===== src/rtl/seq_divider_pkg.sv =====
// Shared definitions for the sequential restoring divider: FSM encoding,
// latency helper and divide-by-zero result constants.
package seq_divider_pkg;

    typedef enum logic [2:0] {
        ST_IDLE = 3'd0,
        ST_PREP = 3'd1,
        ST_ITER = 3'd2,
        ST_FIX  = 3'd3,
        ST_DONE = 3'd4
    } div_state_t;

    // PREP + FIX + DONE on top of one ITER cycle per quotient bit
    localparam int LAT_OVERHEAD = 3;

    localparam logic DBZ_FLAG      = 1'b1;
    localparam logic DBZ_QUOT_FILL = 1'b0;

    function automatic int div_latency(input int width);
        return width + LAT_OVERHEAD;
    endfunction

endpackage


===== src/rtl/seq_divider_sub_cla4.sv =====
// 4-bit borrow-lookahead subtract slice: diff = a - b - bin, with group
// propagate/generate so slices can be chained by lookahead.
module sub_cla4 (
    input  logic [3:0] a,
    input  logic [3:0] b,
    input  logic       bin,
    output logic [3:0] diff,
    output logic       bout,
    output logic       gp,
    output logic       gg
);

    logic [3:0] g_s;
    logic [3:0] p_s;
    logic [3:0] bi_s;

    // bit i borrows when a=0,b=1; passes an incoming borrow when a==b
    assign g_s = ~a & b;
    assign p_s = ~(a ^ b);

    assign bi_s[0] = bin;
    assign bi_s[1] = g_s[0] | (p_s[0] & bin);
    assign bi_s[2] = g_s[1] | (p_s[1] & g_s[0]) | (p_s[1] & p_s[0] & bin);
    assign bi_s[3] = g_s[2] | (p_s[2] & g_s[1]) | (p_s[2] & p_s[1] & g_s[0])
                   | (p_s[2] & p_s[1] & p_s[0] & bin);

    assign diff = a ^ b ^ bi_s;
    assign gp   = &p_s;
    assign gg   = g_s[3] | (p_s[3] & g_s[2]) | (p_s[3] & p_s[2] & g_s[1])
                | (p_s[3] & p_s[2] & p_s[1] & g_s[0]);
    assign bout = gg | (gp & bin);

endmodule


===== src/rtl/seq_divider.sv =====
// Multi-cycle restoring divider, one quotient bit per cycle.
// Define DIV_SIGNED_EN to honour the Signed input (two's-complement divide).
module seq_divider
    import seq_divider_pkg::*;
#(
    parameter int WIDTH = 32
) (
    input  logic             CLK,
    input  logic             Reset,
    input  logic             Start,
    input  logic             Signed,
    input  logic [WIDTH-1:0] Dividend,
    input  logic [WIDTH-1:0] Divisor,
    output logic             Busy,
    output logic             Done,
    output logic [WIDTH-1:0] Quotient,
    output logic [WIDTH-1:0] Remainder,
    output logic             DivByZero
);

    localparam int CW = $clog2(WIDTH);
    localparam int NS = (WIDTH + 4) / 4;
    localparam int PW = NS * 4;

    div_state_t       state_r, state_n;
    logic [WIDTH-1:0] dvd_r, dsr_r, rem_r, quo_r;
    logic [WIDTH-1:0] quotient_r, remainder_r;
    logic [CW-1:0]    cnt_r;
    logic             sgn_r, neg_q_r, neg_r_r;
    logic             busy_r, done_r, dbz_r;

    logic [WIDTH:0]   shifted_s;
    logic [PW-1:0]    op_a_s, op_b_s, diff_s;
    logic [NS-1:0]    bout_s;
    logic             borrow_s, dsr_zero_s, unused_s;

    assign shifted_s  = {rem_r, dvd_r[WIDTH-1]};
    assign op_a_s     = PW'(shifted_s);
    assign op_b_s     = PW'({1'b0, dsr_r});
    assign dsr_zero_s = (dsr_r == {WIDTH{1'b0}});

    // trial subtractor, slices chained through group propagate/generate
    for (genvar k = 0; k < NS; k++) begin : g_slice
        logic bin_k, gp_k, gg_k, bout_grp;
        if (k == 0) begin : g_first
            assign bin_k = 1'b0;
        end else begin : g_next
            assign bin_k = g_slice[k-1].bout_grp;
        end
        sub_cla4 u_slice (
            .a    (op_a_s[4*k +: 4]),
            .b    (op_b_s[4*k +: 4]),
            .bin  (bin_k),
            .diff (diff_s[4*k +: 4]),
            .bout (bout_s[k]),
            .gp   (gp_k),
            .gg   (gg_k)
        );
        assign bout_grp = gg_k | (gp_k & bin_k);
    end

    assign borrow_s = g_slice[NS-1].bout_grp;

`ifdef DIV_SIGNED_EN
    assign unused_s = ^{bout_s, diff_s[PW-1:WIDTH]};
`else
    assign unused_s = ^{bout_s, diff_s[PW-1:WIDTH], Signed};
`endif

    // state register
    always_ff @(posedge CLK) begin
        if (Reset) state_r <= ST_IDLE;
        else       state_r <= state_n;
    end

    // next-state decode
    always_comb begin
        state_n = state_r;
        case (state_r)
            ST_IDLE: if (Start)        state_n = ST_PREP; else state_n = ST_IDLE;
            ST_PREP: if (dsr_zero_s)   state_n = ST_DONE; else state_n = ST_ITER;
            ST_ITER: if (cnt_r == {CW{1'b0}}) state_n = ST_FIX; else state_n = ST_ITER;
            ST_FIX:  state_n = ST_DONE;
            ST_DONE: state_n = ST_IDLE;
            default: state_n = ST_IDLE;
        endcase
    end

    // operand capture, iteration datapath and registered results
    always_ff @(posedge CLK) begin
        if (Reset) begin
            dvd_r       <= {WIDTH{1'b0}};
            dsr_r       <= {WIDTH{1'b0}};
            rem_r       <= {WIDTH{1'b0}};
            quo_r       <= {WIDTH{1'b0}};
            quotient_r  <= {WIDTH{1'b0}};
            remainder_r <= {WIDTH{1'b0}};
            cnt_r       <= {CW{1'b0}};
            sgn_r       <= 1'b0;
            neg_q_r     <= 1'b0;
            neg_r_r     <= 1'b0;
            dbz_r       <= 1'b0;
            busy_r      <= 1'b0;
            done_r      <= 1'b0;
        end else begin
            busy_r <= (state_n == ST_PREP) || (state_n == ST_ITER) || (state_n == ST_FIX);
            done_r <= (state_n == ST_DONE);
            case (state_r)
                ST_IDLE: begin
                    if (Start) begin
                        dvd_r <= Dividend;
                        dsr_r <= Divisor;
`ifdef DIV_SIGNED_EN
                        sgn_r <= Signed;
`else
                        sgn_r <= 1'b0;
`endif
                    end
                end
                ST_PREP: begin
                    if (dsr_zero_s) begin
                        quotient_r  <= {WIDTH{DBZ_QUOT_FILL}};
                        remainder_r <= dvd_r;
                        dbz_r       <= DBZ_FLAG;
                    end else begin
`ifdef DIV_SIGNED_EN
                        // most-negative operand negates to itself, read as unsigned 2^(WIDTH-1)
                        if (sgn_r) begin
                            if (dvd_r[WIDTH-1]) dvd_r <= {WIDTH{1'b0}} - dvd_r;
                            if (dsr_r[WIDTH-1]) dsr_r <= {WIDTH{1'b0}} - dsr_r;
                            neg_q_r <= dvd_r[WIDTH-1] ^ dsr_r[WIDTH-1];
                            neg_r_r <= dvd_r[WIDTH-1];
                        end else begin
                            neg_q_r <= 1'b0;
                            neg_r_r <= 1'b0;
                        end
`else
                        neg_q_r <= 1'b0;
                        neg_r_r <= 1'b0;
`endif
                        rem_r <= {WIDTH{1'b0}};
                        quo_r <= {WIDTH{1'b0}};
                        cnt_r <= CW'(WIDTH - 1);
                    end
                end
                ST_ITER: begin
                    dvd_r <= {dvd_r[WIDTH-2:0], 1'b0};
                    rem_r <= borrow_s ? shifted_s[WIDTH-1:0] : diff_s[WIDTH-1:0];
                    quo_r <= {quo_r[WIDTH-2:0], ~borrow_s};
                    cnt_r <= cnt_r - {{(CW-1){1'b0}}, 1'b1};
                end
                ST_FIX: begin
                    quotient_r  <= neg_q_r ? ({WIDTH{1'b0}} - quo_r) : quo_r;
                    remainder_r <= neg_r_r ? ({WIDTH{1'b0}} - rem_r) : rem_r;
                    dbz_r       <= 1'b0;
                end
                ST_DONE: begin
                    dbz_r <= dbz_r;
                end
                default: begin
                    dbz_r <= 1'b0;
                end
            endcase
        end
    end

    assign Busy      = busy_r;
    assign Done      = done_r;
    assign Quotient  = quotient_r;
    assign Remainder = remainder_r;
    assign DivByZero = dbz_r;

endmodule


===== config.mk =====
export PLATFORM = sky130hd
export DESIGN_NAME = seq_divider
export DESIGN_NICKNAME = d
export VERILOG_FILES = /design/src/rtl/seq_divider_pkg.sv /design/src/rtl/seq_divider_sub_cla4.sv /design/src/rtl/seq_divider.sv
export SDC_FILE = /design/constraint.sdc
export NUM_CORES = 1
export LEC_CHECK = 0
export CAP_MARGIN = 20
export CORE_MARGIN = 2
export CORE_UTILIZATION = 40
export DETAILED_ROUTE_END_ITERATION = 12
export PLACE_DENSITY_LB_ADDON = 0.08
export SYNTH_ARGS = -nofsm -noshare
export SYNTH_HDL_FRONTEND = slang
export SYNTH_SLANG_ARGS = --single-unit

===== constraint.sdc =====
create_clock -name CLK -period 3.9 [get_ports CLK]
set_input_delay 0.39 -clock CLK [delete_from_list [all_inputs] [get_ports CLK]]
set_output_delay 0.39 -clock CLK [all_outputs]
set_load 0.01 [all_outputs]

==> flow_summary.ini <==
[floorplanning]
rows = 55
pin_count = 135
die_area_um2 = 24560
fp.dieW_um = 156.7
initial_core_util = 0.4096
core_um2 = 22780
die_h_um = 156.7

[worst_hold_path]
hold_end = quo_r[14]
hold_path.class = in -> reg
worstHoldStart = Reset
min_path_cells = 2

[synthesis]
syn_avg_cell_area_um2 = 8.134
yosys_warnings = 0
synthesis.nets = 1257
synth-seq-cells = 203
synth_cell_types = 56
synth.area.top_cells = dfxtp_1, nand2_1, a311oi_1
async_reset_ff_frac = 0
yosysSeqAreaShare = 0.4356
ys.flop_type = dfxtp_1
synth_edf_count = 0
syn_area_um2 = 9330
yosysTopAreaCell = dfxtp_1
synth_top_area_frac = 0.4356
syn-instance-count = 1147

[clock_tree]
cts_made_buffers = 23
cts_tree = yes
path_clk_slew_ns = 0.06
cts_sinks = 203
cts-hold-fix-buffers = 0
htreeDepth = 1
worstSkewPairLatency_ns = 0.51
cts_resized = 0
clockBufferDepth = 3
cts_post_setup_buffers_inserted = 0
clock_tree.root_cell = clkbuf_16

[sta]
period_needed_ns = 2.958
skew_ns = 0.01472
rsz0062_at_grt = no
fmax_ghz = 0.3380
relSlewSlack = 0.5580
fin_tns_setup_ns = 0
setup_viol = 0
finalHoldViolations = 0
tightest_slew_ns = 0.6630
fin_crit_sh = 0.7585
maxSlewViolCount = 0

[cells_and_area]
layout-drive-gt1-share = 0.05920
antenna_cells = 0
nets = 1344
fillers = 2273
layout-area-overhead-vs-synth_pct = 25.09

[setup_path]
path_cells = inv_1 -> ha_1 -> and3_1 -> and2_1 -> a221oi_2 -> a21boi_2 -> o31ai_1 -> nand2b_1 -> fa_1 -> mux2i_1 -> a22o_1
crit_arrival_ns = 3.35
crit_fanout = 5
start_kind = register
cp_slowest_cell = fa_1
critPathRequiredTime_ns = 4.30
end_kind = register
r2r-end = rem_r[28]
r2r.worst_path.cells = 11
rr_startpoint = rem_r[19]
path_class = reg -> reg
rrSetupSlack_ns = 0.94
slowest_delay_ns = 0.50

[global_route]
grt.overflow.total = 0
track_usage = 0.2026
grt_pass1_vias = 8060
grt_max_degree = 99
grt_pass1_wl_um = 40720
antenna_found_initial = 0

[power]
power_density_nw_per_um2 = 502.2
p_leak_nw = 4.218
total_power_w = 0.005861
ir_drop_mv = 0.3197

[route]
drc_errors = 0
drt-wirelength-per-cell_um = 16.19
drt-initial-drc-count = 381
first_pass_iters = 5
vias = 8385
via_per_inst = 5.365
ant_nets = 0
routed_wl_um = 25300

[flow_run]
cap_violations = 0

[placement]
hpwl_um = 16650
portBuffers = 133
gp_congestion = 0.8375

[status]
status = finished, final reports clean
## power breakdown
part | total (W) | internal, W | switching, W | leakage [nW]
clock | 0.00220 | 0.00132 | 0.000880 | 0.381
sequential | 0.00232 | 0.00220 | 0.000115 | 1.65
combinational | 0.00135 | 0.000567 | 0.000778 | 2.19
## worst max path at each step
stage	start	end	slack (ns)	cells after the start
global placement	rem_r[20]	rem_r[29]	0.97	12
floorplan	rem_r[20]	rem_r[28]	1.23	11
detailed placement	rem_r[20]	rem_r[29]	0.96	12
global route	rem_r[20]	rem_r[29]	0.69	12
finish	rem_r[19]	rem_r[28]	0.94	11
CTS	rem_r[20]	rem_r[28]	0.95	11
## registers in the layout, indices dropped and copies added, names as in the netlist
signal and count:
Quotient 32, state_r 3, DivByZero 1, rem_r 32
cnt_r 5, Busy 1, quo_r 32, dvd_r 32
Remainder 32, dsr_r 32, Done 1
## cell type report
cell class,count,area (µm²),share of cell area
Clock inverter,11,128.9,0.01104
Timing Repair Buffer,151,1493,0.1279
Inverter,37,138.9,0.01190
Multi-Input combinational cell,818,4803,0.4116
Clock buffer,30,651.9,0.05585
Sequential cell,203,4064,0.3482
Tap cell,313,391.6,0.03355
## cells in the mapped netlist, types with 4 or more instances
cell      count
nand2_1     257
dfxtp_1     203
nor2_1      116
a21oi_1      93
clkbuf_1     75
a311oi_1     64
nand3_1      54
inv_1        37
ha_1         34
a22oi_1      32
o311ai_1     20
o21ai_0      12
mux2i_1      10
xnor2_1      10
a22o_1        9
xor2_1        9
buf_1         8
fa_1          8
nand4_1       8
nor4_1        8
nand2b_1      6
nor2b_1       6
a21o_1        5
nor3_1        5
and3_1        4
buf_2         4
nand3b_1      4
## through the flow
step / cell area, µm² / hold slack [ns] / util / setup WS (ns) / cells
2_1_floorplan: 9330 / 0.4316 / - / 1.231 / 1147
3_3_place_gp: 10860 / 0.4514 / 0.4767 / 0.9716 / 1520
3_5_place_dp: 10860 / 0.4574 / 0.4767 / 0.9635 / 1520
4_1_cts: 11640 / 0.3707 / 0.5110 / 0.9483 / 1561
5_1_grt: 11670 / 0.4108 / 0.5124 / 0.6880 / 1563
6_report: 11670 / 0.3790 / 0.5124 / 0.9419 / 1563
## cells in the final DEF (no fill, tap or decap), drive strengths merged, types with 6 or more instances in the layout
master and count:
a311oi 64, nand4 8, a22oi 32, clkbuf 30
nor2b 6, mux2i 10, xnor2 10, clkdlybuf4s50 132
inv 38, dfxtp 203, xor2 9, nor4 8
buf 19, nand3 54, nand2 257, nand2b 6
o311ai 20, a21oi 94, clkinv 6, ha 34
o21ai 15, a22o 9, nor2 116, fa 8
## worst max-delay path: cells and delay by family, from the launching register on
family                     cells  cell delay, ns
AOI/OAI and AO/OA              4            0.97
DFF                            1            0.35
buffers and inverters          1            0.09
adders and majority gates      2            0.81
and+or+nand+nor                3            0.55
muxes                          1            0.07
## kinds of logic after synthesis
| logic type | count (synthesis) | synth area share |
|---|---|---|
| AOI/OAI and AO/OA | 265 | 0.2016 |
| xor gates and xnor gates | 19 | 0.01784 |
| adders and majority gates | 42 | 0.06276 |
| buffers and inverters | 126 | 0.05284 |
| DFF | 203 | 0.4356 |
| muxes | 10 | 0.01073 |
| and+or+nand+nor | 482 | 0.2187 |
## per-layer routing
| metal | GRT usage | vias up | share of wire |
|---|---|---|---|
| li1 | - | 4200 | - |
| met1 | 0.2543 | 3979 | 0.44 |
| met2 | 0.3494 | 165 | 0.48 |
| met3 | 0.03932 | 41 | 0.044 |
| met4 | 0.06509 | 0 | 0.031 |
| met5 | 0 | - | 0 |
Note: power is estimated with default switching activity, not from simulation.
